`config.mk`:
```
export PLATFORM = sky130hd
export DESIGN_NAME = countdown_nounder_flat
export DESIGN_NICKNAME = d
export VERILOG_FILES = /design/src/rtl/countdown_nounder_if.sv /design/src/rtl/countdown_nounder.sv /design/src/flat_wrapper.sv
export SDC_FILE = /design/constraint.sdc
export NUM_CORES = 1
export LEC_CHECK = 0
export ABC_AREA = 1
export BUFFER_PORTS_ARGS = -buffer_cell sky130_fd_sc_hd__buf_2
export CAP_MARGIN = 10
export CORE_MARGIN = 4
export CORE_UTILIZATION = 54
export CTS_BUF_LIST = sky130_fd_sc_hd__clkbuf_16
export DETAILED_ROUTE_END_ITERATION = 10
export PLACE_DENSITY = 0.82
export SLEW_MARGIN = 20
export SYNTH_ARGS = -nofsm -noshare
export SYNTH_HDL_FRONTEND = slang
export SYNTH_SLANG_ARGS = --single-unit
```
`constraint.sdc`:
```
create_clock -name clk -period 2.7 [get_ports clk]
set_input_delay 0.54 -clock clk [delete_from_list [all_inputs] [get_ports clk]]
set_output_delay 0.54 -clock clk [all_outputs]
set_load 0.01 [all_outputs]
```
`src/rtl/countdown_nounder_if.sv`:
```
// Bus bundle for countdown_nounder: load/enable controls in, count and
// status flags out. clk/rst stay plain ports on the module.
interface countdown_nounder_if #(
  parameter int WIDTH = 8
);
  logic             load;
  logic [WIDTH-1:0] load_val;
  logic             enable;
  logic [WIDTH-1:0] out;
  logic             zero;
  logic             busy;
  logic             done_pulse;

  modport master (
    output load, load_val, enable,
    input  out, zero, busy, done_pulse
  );

  modport slave (
    input  load, load_val, enable,
    output out, zero, busy, done_pulse
  );
endinterface

```
`src/rtl/countdown_nounder.sv`:
```
// countdown_nounder: loadable saturating down-counter with a one-cycle
// done pulse when the count first reaches zero. IDLE/RUN/DONE FSM.
// Optional macro AUTO_RELOAD_EN: on reaching the terminal count the counter
// reloads its last load value and keeps running (periodic tick) instead of
// parking in DONE at zero.
module countdown_nounder #(
  parameter int WIDTH = 8
) (
  input  logic              clk,
  input  logic              rst,
  countdown_nounder_if.slave cnt_if
);

  typedef enum logic [1:0] {S_IDLE, S_RUN, S_DONE} state_t;

  localparam logic [WIDTH-1:0] ONE = WIDTH'(1);

  state_t           state_q, state_d;
  logic [WIDTH-1:0] out_q, out_d;
  logic             done_q, done_d;
`ifdef AUTO_RELOAD_EN
  logic [WIDTH-1:0] reload_q, reload_d;
`endif

  // Next state: load beats enable; decrement only while RUN. Terminal count
  // is detected at out==1 so the pulse lands in the cycle out reads 0
  // (or reads the reload value in auto-reload mode).
  always_comb begin
    state_d = state_q;
    out_d   = out_q;
    done_d  = 1'b0;
`ifdef AUTO_RELOAD_EN
    reload_d = reload_q;
`endif
    if (cnt_if.load) begin
      out_d   = cnt_if.load_val;
`ifdef AUTO_RELOAD_EN
      reload_d = cnt_if.load_val;
`endif
      state_d = (cnt_if.load_val != '0) ? S_RUN : S_IDLE;
    end else begin
      case (state_q)
        S_RUN: begin
          if (cnt_if.enable) begin
            if (out_q == ONE) begin
              done_d = 1'b1;
`ifdef AUTO_RELOAD_EN
              out_d  = reload_q;
`else
              out_d   = '0;
              state_d = S_DONE;
`endif
            end else begin
              out_d = out_q - ONE;
            end
          end
        end
        // DONE and IDLE both sit at zero; enable cannot underflow them.
        S_DONE:  out_d = '0;
        default: out_d = '0;
      endcase
    end
  end

  // State and output registers with synchronous reset.
  always_ff @(posedge clk) begin
    if (rst) begin
      state_q  <= S_IDLE;
      out_q    <= '0;
      done_q   <= 1'b0;
`ifdef AUTO_RELOAD_EN
      reload_q <= '0;
`endif
    end else begin
      state_q  <= state_d;
      out_q    <= out_d;
      done_q   <= done_d;
`ifdef AUTO_RELOAD_EN
      reload_q <= reload_d;
`endif
    end
  end

  assign cnt_if.out        = out_q;
  assign cnt_if.zero       = (out_q == '0);
  assign cnt_if.busy       = (state_q == S_RUN);
  assign cnt_if.done_pulse = done_q;

endmodule
```
`src/flat_wrapper.sv`:
```
// flat-port wrapper written by rule: the top's interface ports become plain ports
module countdown_nounder_flat 
#(
  parameter int WIDTH = 8
)
  (clk, rst, cnt_if_load, cnt_if_load_val, cnt_if_enable, cnt_if_out, cnt_if_zero, cnt_if_busy, cnt_if_done_pulse);
  countdown_nounder_if #(.WIDTH(WIDTH)) cnt_if_i ();
  input  logic clk;
  input  logic rst;
  input wire logic [$bits(cnt_if_i.load)-1:0] cnt_if_load;
  input wire logic [$bits(cnt_if_i.load_val)-1:0] cnt_if_load_val;
  input wire logic [$bits(cnt_if_i.enable)-1:0] cnt_if_enable;
  output wire logic [$bits(cnt_if_i.out)-1:0] cnt_if_out;
  output wire logic [$bits(cnt_if_i.zero)-1:0] cnt_if_zero;
  output wire logic [$bits(cnt_if_i.busy)-1:0] cnt_if_busy;
  output wire logic [$bits(cnt_if_i.done_pulse)-1:0] cnt_if_done_pulse;
  assign cnt_if_i.load = cnt_if_load;
  assign cnt_if_i.load_val = cnt_if_load_val;
  assign cnt_if_i.enable = cnt_if_enable;
  assign cnt_if_out = cnt_if_i.out;
  assign cnt_if_zero = cnt_if_i.zero;
  assign cnt_if_busy = cnt_if_i.busy;
  assign cnt_if_done_pulse = cnt_if_i.done_pulse;
  countdown_nounder #(.WIDTH(WIDTH)) u_core (.clk(clk), .rst(rst), .cnt_if(cnt_if_i));
endmodule
```
==> results of run 1 <==
==> final cells by class <==
cell class                 count  area share, %
clock buffer                   3           7.23
timing repair buffer          22           10.6
inverter                      27           10.0
multi-input combinational     78           48.7
clock inverter                 1          0.361
sequential                    11           21.2
tap                           16           1.93
==> sequential cells by signal (all words and copies together) (netlist names) <==
| signal | flops |
|---|---|
| u_core.cnt_if.done_pulse | 1 |
| u_core.cnt_if.out | 8 |
| u_core.state_q | 2 |
==> cell families after synthesis <==
family	after synthesis	share of synthesized area, %
xor+xnor	1	1.04
simple gates	55	35.9
fa+ha+maj	3	4.44
buf+inv	29	14.1
flops	11	26.1
compound gates	19	18.5
==> how the worst max path moves through the flow <==
stage,start,to,slack [ns]
6_report,u_core.cnt_if.out[0]$_SDFFE_PP0P_,cnt_if_zero,0.96
5_1_grt,u_core.cnt_if.out[0]$_SDFFE_PP0P_,cnt_if_zero,0.88
4_1_cts,u_core.cnt_if.out[0]$_SDFFE_PP0P_,cnt_if_zero,0.95
3_5_place_dp,u_core.cnt_if.out[0]$_SDFFE_PP0P_,cnt_if_zero,1.22
3_3_place_gp,u_core.cnt_if.out[0]$_SDFFE_PP0P_,cnt_if_zero,1.25
2_1_floorplan,u_core.cnt_if.out[0]$_SDFFE_PP0P_,cnt_if_zero,1.28
==> power by group <==
part | leakage [nW] | total (mW) | internal (mW) | switching, mW
Combinational | 0.376 | 0.125 | 0.0487 | 0.0764
Sequential | 0.0904 | 0.182 | 0.171 | 0.0102
Clock | 0.0423 | 0.269 | 0.194 | 0.0741
==> through the flow <==
step                      hold WS [ns]  power, mW  instances  utilization, %  area (sq um)
final                            0.517      0.575        158            69.7          1040
after global routing             0.538      0.605        158            69.7          1040
after global placement           0.488      0.303        154            64.5           960
after CTS                        0.512      0.578        158            69.7          1040
after floorplan                  0.469      0.273        118               -           845
after detailed placement         0.505      0.307        154            64.5           960
==> Yosys cell counts (3+ instances only) <==
library cell              count  area (sq um)
sky130_fd_sc_hd__a21oi_1      5          25.0
sky130_fd_sc_hd__nand2_1     22          82.6
sky130_fd_sc_hd__o22ai_2      5          62.6
sky130_fd_sc_hd__a21oi_2      4          35.0
sky130_fd_sc_hd__o21ai_0      3          15.0
sky130_fd_sc_hd__nand4_1      3          18.8
sky130_fd_sc_hd__nor2_1       9          33.8
sky130_fd_sc_hd__nand3_1     10          50.1
sky130_fd_sc_hd__inv_1       22          82.6
sky130_fd_sc_hd__inv_2        4          15.0
sky130_fd_sc_hd__dfxtp_1     11           220
sky130_fd_sc_hd__ha_1         3          37.5
==> critical path, delay by kind of cell (launching register included) <==
kind / cells / cell delay (ns)
buf+inv: 2 / 0.32
simple gates: 2 / 0.14
flops: 1 / 0.31
fa+ha+maj: 1 / 0.18
==> metal layers <==
layer | global-route usage, % | vias to the layer above
met5 | 0 | -
met4 | 10.8 | 0
met3 | 4.51 | 5
met2 | 34.2 | 36
met1 | 29.3 | 380
li1 | - | 421
==> impl_metrics.env, run 1 <==
export IMPL_ff2ff_path_depth=7
export IMPL_nNetsFinal=158
export IMPL_cts_tree="built"
export IMPL_worst_hold_path_endpoint="u_core.state_q[0]$_SDFFE_PP0P_"
export IMPL_synth_edf_count=0
export IMPL_gr_usage_all_layers_pct=22.2
export IMPL_worst_slew_margin_rel_pct=82.4
export IMPL_synthesis_to_finish_area_growth_pct=23.0
export IMPL_path_max_fanout=8
export IMPL_topRoutingLayerUsed="met4"
export IMPL_timing_setup_critical_path_class="reg2out"
export IMPL_worst_clock_skew_ns=0.00194
export IMPL_ir_drop_v=0.000486
export IMPL_placeable_area_sq_um=1490
export IMPL_min_period_over_period_pct=64.5
export IMPL_antenna_found_initial=0
export IMPL_layout_area_seq_sq_um=220
export IMPL_crit_path_top_delay_cell="sky130_fd_sc_hd__dfxtp_1"
export IMPL_detailroute_via_count=842
export IMPL_critPathCaptureType="primary output"
export IMPL_antenna_left=0
export IMPL_maximum_clock_path_buffer_count=2
export IMPL_timing_critical_path_arrival_ns=1.20
export IMPL_place_congestion=0.802
export IMPL_power_per_cell_area_nw_per_um2=554
export IMPL_layout_filler_cells=124
export IMPL_globalRoute_totalOverflow=0
export IMPL_outcome="finished clean"
export IMPL_setup_tns_ns=0
export IMPL_met1_length_um=871
export IMPL_largest_net_degree_at_the_start_of_global_routing=13
export IMPL_async_reset_ff_share_pct=0
export IMPL_synthesis_yosys_warnings=0
export IMPL_mappedNetlistArea_sq_um=845
export IMPL_hold_crit_depth=2
export IMPL_maxCapViolations=0
export IMPL_finalWirelength_um=2040
export IMPL_cts_made_buffers=3
export IMPL_wl_met2_um=1000
export IMPL_insertedDiodeCount=0
export IMPL_layout_min_cycle_time_ns=1.74
export IMPL_viasPerCell=5.33
export IMPL_finalHoldViolations=0
export IMPL_clkSinkCount=11
export IMPL_syn_mean_instance_area_sq_um=7.16
export IMPL_grt_setup_unrepaired="no"
export IMPL_synth_net_count=133
export IMPL_rows=14
export IMPL_worst_r2r_startpoint="u_core.cnt_if.out[0]$_SDFFE_PP0P_"
export IMPL_first_iter_violations=26
export IMPL_worstSetupStartpointType="register"
export IMPL_most_common_layout_cells="sky130_fd_sc_hd__inv_1 (23), sky130_fd_sc_hd__nand2_1 (22), sky130_fd_sc_hd__buf_2 (22), sky130_fd_sc_hd__dfxtp_1 (11), sky130_fd_sc_hd__nand3_1 (10)"
export IMPL_startpoint_of_the_worst_hold_path="u_core.state_q[0]$_SDFFE_PP0P_"
export IMPL_slew_viol_final=0
export IMPL_synthesis_instances=118
export IMPL_post_dp_hpwl_um=1480
export IMPL_worstPathRequired_ns=2.16
export IMPL_ys_flop_type="sky130_fd_sc_hd__dfxtp_1"
export IMPL_critical_path_max_stage_delay_ns=0.31
export IMPL_setup_ws_ns=0.959
export IMPL_place_port_buffers=22
export IMPL_dieHeight_um=47.5
export IMPL_met3WireLength_um=140
export IMPL_wire_per_inst_um=12.9
export IMPL_netlist_cell_type_count=27
export IMPL_cts_htree_levels=1
export IMPL_num_io_pins=23
export IMPL_ctsHoldBuffers=0
export IMPL_critical_path_cell_chain="inv_1 > ha_1 > nand2_1 > nor2_1 > buf_2"
export IMPL_clock_insertion_delay_worst_skew_ns=0.24
export IMPL_ys_ff_latch=11
export IMPL_setup_viol=0
export IMPL_clk_pin_slew_worst_paths_ns=0.04
export IMPL_fp_dieArea_sq_um=2260
export IMPL_drc_errors=0
export IMPL_die_width_um=47.5
export IMPL_dp_slack_ns=1.22
export IMPL_mostFrequentLayoutCell="sky130_fd_sc_hd__inv_1"
export IMPL_ctsRootBufferMaster="sky130_fd_sc_hd__clkbuf_16"
export IMPL_grt_first_pass_wirelength_um=3460
export IMPL_reg2reg_to="u_core.cnt_if.out[4]$_SDFFE_PP0P_"
export IMPL_cellLeakagePower_nw=0.509
export IMPL_worst_hold_path_type="reg2reg"
export IMPL_initial_core_util_pct=56.7
export IMPL_multi_input_combinational_cell_area_sq_um=505
export IMPL_cts_setup_buffers=0
export IMPL_setup_reg_to_reg_worst_slack_ns=1.32
export IMPL_drive_above_1_share_pct=35.2
export IMPL_worst_pin_slew_ns=0.264
export IMPL_first_global_vias=790
export IMPL_drt_pass1_iterations=4
export IMPL_cts_repair_resize_count=0
export IMPL_synth_seq_area_share_pct=26.1
export IMPL_maxClockFrequency_mhz=574
Power figures use the tool's default switching activity.
==> run 2: changes to the inputs <==
Settings changed: CORE_UTILIZATION 54 to 46, PLACE_DENSITY 0.82 to 0.74.
Clock period 2.7 ns to 1.6 ns, I/O delays scaled along.
==> impl_metrics.env, run 2 (synthesis gave the netlist of run 1 again) <==
export IMPL_drc_errors=0
export IMPL_finalPower_mw=0.966
export IMPL_slew_viol_final=0
export IMPL_cts_htree_levels=1
export IMPL_timing_setup_critical_path_class="reg2out"
export IMPL_largest_net_degree_at_the_start_of_global_routing=13
export IMPL_globalRoute_totalOverflow=0
export IMPL_maxClockFrequency_mhz=668
export IMPL_most_common_layout_cells="sky130_fd_sc_hd__inv_1 (22), sky130_fd_sc_hd__nand2_1 (22), sky130_fd_sc_hd__buf_2 (22), sky130_fd_sc_hd__dfxtp_1 (11), sky130_fd_sc_hd__nand3_1 (10)"
export IMPL_stdcell_count=167
export IMPL_placeable_area_sq_um=1730
export IMPL_dieHeight_um=50.9
export IMPL_power_per_cell_area_nw_per_um2=920
export IMPL_first_global_vias=770
export IMPL_place_congestion=0.788
export IMPL_worstPathRequired_ns=1.28
export IMPL_worst_clock_skew_ns=0.00284
export IMPL_synthesis_to_finish_area_growth_pct=24.3
export IMPL_viasPerCell=4.84
export IMPL_place_port_buffers=22
export IMPL_ir_drop_v=0.000688
export IMPL_worst_pin_slew_ns=0.260
export IMPL_cts_made_buffers=3
export IMPL_initial_core_util_pct=48.9
export IMPL_grt_first_pass_wirelength_um=3460
export IMPL_clkSinkCount=11
export IMPL_antenna_found_initial=0
export IMPL_die_width_um=50.9
export IMPL_worst_hold_path_type="in2reg"
export IMPL_clk_pin_slew_worst_paths_ns=0.04
export IMPL_outcome="finished clean"
export IMPL_largest_register_ffs=8
export IMPL_maximum_clock_path_buffer_count=2
export IMPL_fp_dieArea_sq_um=2590
export IMPL_drt_pass1_iterations=4
export IMPL_insertedDiodeCount=0
export IMPL_wire_per_inst_um=11.9
export IMPL_setup_tns_ns=0
export IMPL_nNetsFinal=158
export IMPL_seq_power_share_pct=31.7
export IMPL_clock_power_share_pct=46.7
export IMPL_detailroute_via_count=809
export IMPL_worstSetupStartpointType="register"
export IMPL_rows=15
export IMPL_cts_tree="built"
export IMPL_post_dp_hpwl_um=1540
export IMPL_gr_usage_all_layers_pct=18.0
export IMPL_drive_above_1_share_pct=35.9
export IMPL_antenna_left=0
export IMPL_layout_min_cycle_time_ns=1.50
export IMPL_logic_pwr_share_pct=21.6
export IMPL_num_io_pins=23
export IMPL_ctsRootBufferMaster="sky130_fd_sc_hd__clkbuf_16"
export IMPL_final_core_utilization_pct=60.8
export IMPL_path_max_fanout=6
export IMPL_net_switching_power_mw=0.267
export IMPL_ff2ff_path_depth=7
export IMPL_p_sw_share_pct=27.6
export IMPL_grt_setup_unrepaired="no"
export IMPL_critPathCaptureType="primary output"
export IMPL_timing_critical_path_arrival_ns=1.18
export IMPL_min_period_over_period_pct=93.5
export IMPL_cellLeakagePower_nw=0.509
export IMPL_worst_slew_margin_rel_pct=82.6
export IMPL_first_iter_violations=20
export IMPL_setup_viol=0
export IMPL_finalWirelength_um=1990
export IMPL_clock_insertion_delay_worst_skew_ns=0.24
export IMPL_hold_crit_depth=3
export IMPL_finalHoldViolations=0
export IMPL_maxCapViolations=0
export IMPL_place_detailed_instances=163
export IMPL_power_internal_mw=0.699
export IMPL_cts_setup_buffers=0
## run 2: cell count changes in the layout (fill, tap and decap cells not counted)
cell | previous run | this run
sky130_fd_sc_hd__inv_2 | 4 | 5
sky130_fd_sc_hd__inv_1 | 23 | 22
## run 2: worst max-delay path, stage by stage, from the launching register on
cell,delay (ns)
sky130_fd_sc_hd__dfxtp_1,0.37
sky130_fd_sc_hd__nor2_4,0.24
sky130_fd_sc_hd__nand2_1,0.08
sky130_fd_sc_hd__nor2_1,0.11
sky130_fd_sc_hd__buf_2,0.14
## run 2: routing by layer
layer | share of wire (%) | track usage, % | up-vias
met1 | 44 | 21.9 | 365
met4 | 1.5 | 6.73 | 0
met2 | 50 | 30.0 | 18
met5 | 0 | 0 | -
li1 | - | - | 421
met3 | 4.4 | 5.25 | 5
## run 2: layout make-up
type,instances,area (sq um)
Fill cell,160,677
Timing Repair Buffer,22,110
Inverter,27,104
Clock buffer,3,75.1
Clock inverter,1,3.75
Tap cell,25,31.3
Multi-Input combinational cell,78,505
Sequential cell,11,220
## run 2: final timing paths
check / start / slack, ns / end
setup reg to reg: u_core.cnt_if.out[0]$_SDFFE_PP0P_ / 0.28 / u_core.cnt_if.out[4]$_SDFFE_PP0P_
setup / recovery: u_core.cnt_if.out[2]$_SDFFE_PP0P_ / 0.10 / cnt_if_zero
hold / removal: cnt_if_enable / 0.39 / u_core.cnt_if.done_pulse$_SDFF_PP0_
hold reg to reg: u_core.state_q[0]$_SDFFE_PP0P_ / 0.49 / u_core.state_q[0]$_SDFFE_PP0P_
## run 2: power groups by stage
stage          Combinational (mW)  Sequential (mW)  Clock (mW)
2_1_floorplan               0.146            0.314           0
3_3_place_gp                0.204            0.310           0
3_5_place_dp                0.209            0.311           0
6_report                    0.209            0.306       0.451
5_1_grt                     0.237            0.309       0.466
4_1_cts                     0.210            0.306       0.457
## run 2: metrics by stage
| stage | instance area, sq um | hold slack (ns) | setup WS [ns] |
|---|---|---|---|
| after global placement | 971 | 0.490 | 0.254 |
| after floorplan | 845 | 0.466 | 0.361 |
| after detailed placement | 971 | 0.491 | 0.190 |
| final | 1050 | 0.386 | 0.103 |
| after global routing | 1050 | 0.397 | 0.0164 |
| after CTS | 1050 | 0.378 | 0.0200 |
## run 2: timing repair
item | CTS | global route
gates resized for setup | 0 | 1
setup endpoints to repair | 0 | 1
endpoints found under the hold margin | 0 | 0
hold buffers | 0 | 0
